<file path="src/rtl/tl_cntr_timed_if.sv">
// rtl/tl_cntr_timed_if.sv - sensor inputs and lamp/phase outputs of the timed traffic-light controller
interface tl_cntr_timed_if;
  logic       Ta;
  logic       Tal;
  logic       Tb;
  logic       Tbl;
  logic [1:0] La;
  logic [1:0] Lb;
  logic [2:0] phase;
  logic       maxout;

  modport master (
    output Ta, Tal, Tb, Tbl,
    input  La, Lb, phase, maxout
  );

  modport slave (
    input  Ta, Tal, Tb, Tbl,
    output La, Lb, phase, maxout
  );
endinterface

</file>
<file path="src/rtl/tl_cntr_timed.sv">
// rtl/tl_cntr_timed.sv - two-road traffic-light controller with left-turn phases, min/max green and left-turn skip
module tl_cntr_timed #(
  parameter int YELLOW_CYC = 3,
  parameter int MIN_GREEN  = 4,
  parameter int MAX_GREEN  = 16,
  parameter int CNT_W      = 5
) (
  input  logic           clk,
  input  logic           reset_n,
  tl_cntr_timed_if.slave bus
);

  typedef enum logic [2:0] {
    S0 = 3'd0, S1 = 3'd1, S2 = 3'd2, S3 = 3'd3,
    S4 = 3'd4, S5 = 3'd5, S6 = 3'd6, S7 = 3'd7
  } state_t;

  localparam logic [1:0] L_GREEN  = 2'b00;
  localparam logic [1:0] L_YELLOW = 2'b01;
  localparam logic [1:0] L_LEFT   = 2'b10;
  localparam logic [1:0] L_RED    = 2'b11;

  localparam logic [CNT_W-1:0] MIN_LAST = CNT_W'(MIN_GREEN - 1);
  localparam logic [CNT_W-1:0] MAX_LAST = CNT_W'(MAX_GREEN - 1);
  localparam logic [CNT_W-1:0] YEL_LAST = CNT_W'(YELLOW_CYC - 1);
  localparam logic [CNT_W-1:0] CNT_SAT  = {CNT_W{1'b1}};

  state_t           state_q, state_d;
  logic [CNT_W-1:0] cnt_q, cnt_d;
  logic             maxout_q, maxout_d;
  logic             t_sel;
  logic             hold_exit;
  logic             yel_exit;
  logic             at_max;

  always_ff @(posedge clk or negedge reset_n) begin
    if (!reset_n) begin
      state_q  <= S0;
      cnt_q    <= '0;
      maxout_q <= 1'b0;
    end else begin
      state_q  <= state_d;
      cnt_q    <= cnt_d;
      maxout_q <= maxout_d;
    end
  end

  // Demand sensor owning the current hold state; yellow states ignore it.
  always_comb begin
    t_sel = 1'b0;
    case (state_q)
      S0:      t_sel = bus.Ta;
      S2:      t_sel = bus.Tal;
      S4:      t_sel = bus.Tb;
      S6:      t_sel = bus.Tbl;
      default: t_sel = 1'b0;
    endcase
  end

  assign at_max    = (cnt_q == MAX_LAST);
  assign hold_exit = ((cnt_q >= MIN_LAST) && !t_sel) || at_max;
  assign yel_exit  = (cnt_q == YEL_LAST);

  always_comb begin
    state_d  = state_q;
    maxout_d = 1'b0;
    case (state_q)
      S0: if (hold_exit) state_d = S1;
      S1: if (yel_exit)  state_d = bus.Tal ? S2 : S4;
      S2: if (hold_exit) state_d = S3;
      S3: if (yel_exit)  state_d = S4;
      S4: if (hold_exit) state_d = S5;
      S5: if (yel_exit)  state_d = bus.Tbl ? S6 : S0;
      S6: if (hold_exit) state_d = S7;
      S7: if (yel_exit)  state_d = S0;
      default:           state_d = S0;
    endcase
    // A forced end only counts when demand was still present at the cut-off.
    if (!state_q[0] && at_max && t_sel) maxout_d = 1'b1;
  end

  always_comb begin
    if (state_d != state_q) cnt_d = '0;
    else if (cnt_q == CNT_SAT) cnt_d = cnt_q;
    else cnt_d = cnt_q + 1'b1;
  end

  always_comb begin
    bus.La = L_RED;
    bus.Lb = L_RED;
    case (state_q)
      S0:      begin bus.La = L_GREEN;  bus.Lb = L_RED;    end
      S1:      begin bus.La = L_YELLOW; bus.Lb = L_RED;    end
      S2:      begin bus.La = L_LEFT;   bus.Lb = L_RED;    end
      S3:      begin bus.La = L_YELLOW; bus.Lb = L_RED;    end
      S4:      begin bus.La = L_RED;    bus.Lb = L_GREEN;  end
      S5:      begin bus.La = L_RED;    bus.Lb = L_YELLOW; end
      S6:      begin bus.La = L_RED;    bus.Lb = L_LEFT;   end
      S7:      begin bus.La = L_RED;    bus.Lb = L_YELLOW; end
      default: begin bus.La = L_RED;    bus.Lb = L_RED;    end
    endcase
    bus.phase  = state_q;
    bus.maxout = maxout_q;
  end

endmodule

</file>
<file path="src/flat_wrapper.sv">
// flat-port wrapper written by rule: the top's interface ports become plain ports
module tl_cntr_timed_flat 
#(
  parameter int YELLOW_CYC = 3,
  parameter int MIN_GREEN  = 4,
  parameter int MAX_GREEN  = 16,
  parameter int CNT_W      = 5
)
  (clk, reset_n, bus_Ta, bus_Tal, bus_Tb, bus_Tbl, bus_La, bus_Lb, bus_phase, bus_maxout);
  tl_cntr_timed_if bus_i ();
  input  logic clk;
  input  logic reset_n;
  input wire logic [$bits(bus_i.Ta)-1:0] bus_Ta;
  input wire logic [$bits(bus_i.Tal)-1:0] bus_Tal;
  input wire logic [$bits(bus_i.Tb)-1:0] bus_Tb;
  input wire logic [$bits(bus_i.Tbl)-1:0] bus_Tbl;
  output wire logic [$bits(bus_i.La)-1:0] bus_La;
  output wire logic [$bits(bus_i.Lb)-1:0] bus_Lb;
  output wire logic [$bits(bus_i.phase)-1:0] bus_phase;
  output wire logic [$bits(bus_i.maxout)-1:0] bus_maxout;
  assign bus_i.Ta = bus_Ta;
  assign bus_i.Tal = bus_Tal;
  assign bus_i.Tb = bus_Tb;
  assign bus_i.Tbl = bus_Tbl;
  assign bus_La = bus_i.La;
  assign bus_Lb = bus_i.Lb;
  assign bus_phase = bus_i.phase;
  assign bus_maxout = bus_i.maxout;
  tl_cntr_timed #(.YELLOW_CYC(YELLOW_CYC), .MIN_GREEN(MIN_GREEN), .MAX_GREEN(MAX_GREEN), .CNT_W(CNT_W)) u_core (.clk(clk), .reset_n(reset_n), .bus(bus_i));
endmodule
</file>
<file path="config.mk">
export PLATFORM = sky130hd
export DESIGN_NAME = tl_cntr_timed_flat
export DESIGN_NICKNAME = d
export VERILOG_FILES = /design/src/rtl/tl_cntr_timed_if.sv /design/src/rtl/tl_cntr_timed.sv /design/src/flat_wrapper.sv
export SDC_FILE = /design/constraint.sdc
export NUM_CORES = 1
export LEC_CHECK = 0
export CORE_ASPECT_RATIO = 0.8
export CORE_MARGIN = 2
export CORE_UTILIZATION = 30
export CTS_CLUSTER_DIAMETER = 120
export DETAILED_ROUTE_END_ITERATION = 7
export PLACE_DENSITY = 0.64
export SLEW_MARGIN = 40
export SYNTH_ARGS = -nofsm -noshare
export SYNTH_HDL_FRONTEND = slang
export SYNTH_SLANG_ARGS = --single-unit
</file>
<file path="constraint.sdc">
create_clock -name clk -period 2.99 [get_ports clk]
set_clock_uncertainty 0.05 [all_clocks]
set_input_delay 0.897 -clock clk [delete_from_list [all_inputs] [get_ports clk]]
set_output_delay 0.897 -clock clk [all_outputs]
set_load 0.01 [all_outputs]
</file>
==> impl_results.md <==
* Port bufs at 13
* Clock sinks at 9
* Fin. Hold Viols at 0
* Largest net degree at the start of global routing at 14
* Max_cap viols at 0
* Rel. slew slack at 67.3%
* Area growth from synthesis to layout at 29.2%
* Cells after Synth at 63
* Number of global-route vias before repair at 462
* Avg Synthesized Cell Area at 9.65 um^2
* Sequential area share after synthesis at 37.0%
* I/O pins at 14
* Setup crit end kind: output pin
* Share of the synthesized area in the top cell type at 37.0%
* Outcome: finished, final reports clean
* Post-synth top area cell: dfrtp_1
* Gr ovfl total at 0
* Share of synthesized registers carrying an async set or reset at 100%
* Synthesized cell area at 608 um^2
* Syn Nets at 73
* Reg2Reg Depth at 6
* Arrival @ worst endpoint at 1.72 ns
* Setup crit end: bus_La[1]
* Chip height at 44.3 um
* Final Setup Violations at 0
* Top cells by count, synth: dfrtp_1, a211oi_1, nand2_1
* Fin Hold WS at 0.577 ns
* Top post-synthesis cells by area: dfrtp_1, ha_1, a211oi_1
* Worst-path fanout max at 13
* Core Area at 1890 um^2
* Hold Buf Count CTS at 0
* DRC Markers at 0
* Initial antenna violation count at 0
* Gpl congestion at 0.809
* TritonCTS buffer count at 3
* DIE WIDTH at 54.3 um
* Cell area after layout at 786 um^2
* PwrDens at 916 nW/um^2
* Wirelength per Cell at 11.9 um
* Layout Nets at 89
* Layout cells sized above 1 at 12.8%
* RSZ-0062 raised after global routing: false
* Vias at 510
* Crit path from: u_core.bus.phase[0]
* DR iter-0 viols at 10
* Min Tclk post-route at 2.67 ns
* Rows at 14
* TritonCTS clock tree: done
* Vias per cell at 5.00
* Fmax at 0.375 GHz
* Worst-margin pin slew at 0.487 ns
* R2R Setup Slk at 1.14 ns
* Die ar. at 2410 um^2
* Setup_tns at 0 ns
* EDFF count, synth at 0
* WL final at 1220 um
* Root Driver: clkbuf_4
* Startpoint types: flop
* Cell Area, Placed at 759 um^2
* Synth cell types at 28
* Worst Hold Class: reg -> reg
* Critical path data required time at 2.04 ns
* Final HPWL DP at 925 um
* Ys Warns at 0
* GR Util All Layers at 11.7%
* Antenna viol nets, final at 0
* R2r endpoint: u_core.cnt_q[3]
* Synth Flop Type: dfrtp_1
* CP Class: reg -> out
* Clock-pin slew on the worst setup and hold paths at 0.05 ns
* Max rail drop VDD at 0.000503 V
* Pre-CTS WS at 0.591 ns
* Clock buffer depth at 2
* Setup fix buffers added after clock tree synthesis at 0
* Starting Density at 32.1%
* Synth Register Bits at 9
* Leak pwr at 0.322 nW
* Antenna diodes at 0
* First-pass GRT wire length at 2030 um
* Drt first pass iters at 4
* Clk_lat worst skew at 0.25 ns
* Final worst-path cycle share at 89.2%
* Final slew viol count at 0
* RR Startpoint: u_core.cnt_q[0]
* PostCTS Resize Cnt at 0
* Worst setup margin at 0.323 ns
* Count leader, synth: dfrtp_1
* H-tree depth at 1
flip-flops by register name, indices dropped and copies added, names as in the netlist:
| register | cells |
|---|---|
| u_core.bus.maxout | 1 |
| u_core.bus.phase | 3 |
| u_core.cnt_q | 5 |
critical path, cell delays in order (launching register included):
cell and delay (ns):
dfrtp_1 0.57, nor2b_1 0.14, or2_2 0.29, clkdlybuf4s50_1 0.48
cell usage in the layout (no fill, tap or decap):
| cell type | netlist | layout |
|---|---|---|
| xor2_1 | 2 | 2 |
| o31ai_1 | 2 | 2 |
| nand4b_1 | 1 | 1 |
| or2_2 | 2 | 2 |
| nor4b_1 | 1 | 1 |
| or4b_4 | 1 | 1 |
| ha_1 | 4 | 4 |
| a21oi_2 | 1 | 1 |
| clkbuf_4 | 0 | 3 |
| o21ai_0 | 2 | 2 |
| xnor2_1 | 1 | 1 |
| clkdlybuf4s50_1 | 0 | 13 |
| a22oi_2 | 2 | 2 |
| dfrtp_1 | 9 | 9 |
| a211oi_1 | 6 | 6 |
| nor2b_1 | 4 | 4 |
| and3_1 | 1 | 1 |
| inv_1 | 3 | 3 |
| mux2_1 | 1 | 1 |
| nand3_1 | 1 | 1 |
| mux2_2 | 1 | 1 |
| a32oi_1 | 1 | 1 |
| nor2_1 | 4 | 4 |
| nor4_1 | 1 | 1 |
| o311a_1 | 1 | 1 |
| nor3b_1 | 1 | 1 |
| nand2_1 | 6 | 6 |
| clkbuf_1 | 1 | 1 |
| a21oi_1 | 2 | 2 |
area by class of cell:
class	instances	area (um^2)
flip-flops and latches	9	225
multi-input cells	49	363
well taps	24	30.0
repair buffers	13	130
inverters	3	11.3
clock buffers	4	26.3
fillers	190	1110
through the flow:
stage / power, mW / utilization, % / std cells
after floorplan: 0.484 / - / 63
after global placement: 0.632 / 40.1 / 98
after detailed placement: 0.631 / 40.1 / 98
after CTS: 0.726 / 41.5 / 102
after global routing: 0.783 / 41.5 / 102
final: 0.720 / 41.5 / 102
metal layers:
layer	part of all wire [%]	track usage, %
met3	3.9	2.03
met1	53	17.5
met2	43	15.9
met4	0	6.00
met5	0	0
worst min-delay path by stage:
stage / startpoint / end / cells past startpoint
final: u_core.bus.phase[1] / u_core.bus.phase[1] / 1
after global routing: u_core.bus.phase[1] / u_core.bus.phase[1] / 1
after CTS: u_core.bus.phase[1] / u_core.bus.phase[1] / 1
after detailed placement: u_core.bus.phase[1] / u_core.bus.phase[1] / 1
after global placement: u_core.bus.phase[1] / u_core.bus.phase[1] / 1
after floorplan: reset_n / u_core.bus.maxout / 0
cells by family after synthesis:
group,count (synthesis),share of synthesized area [%]
simple gates,23,21.6
flops,9,37.0
xor+xnor,3,4.32
mux,2,3.70
buf+inv,5,3.29
fa+ha+maj,4,8.23
compound gates,17,21.8
power by group:
part           switching (mW)  total (mW)  internal, mW
combinational           0.185       0.390         0.205
sequential             0.0793       0.242         0.163
clock                  0.0368      0.0878        0.0511
(Power assumes the default switching activity.)
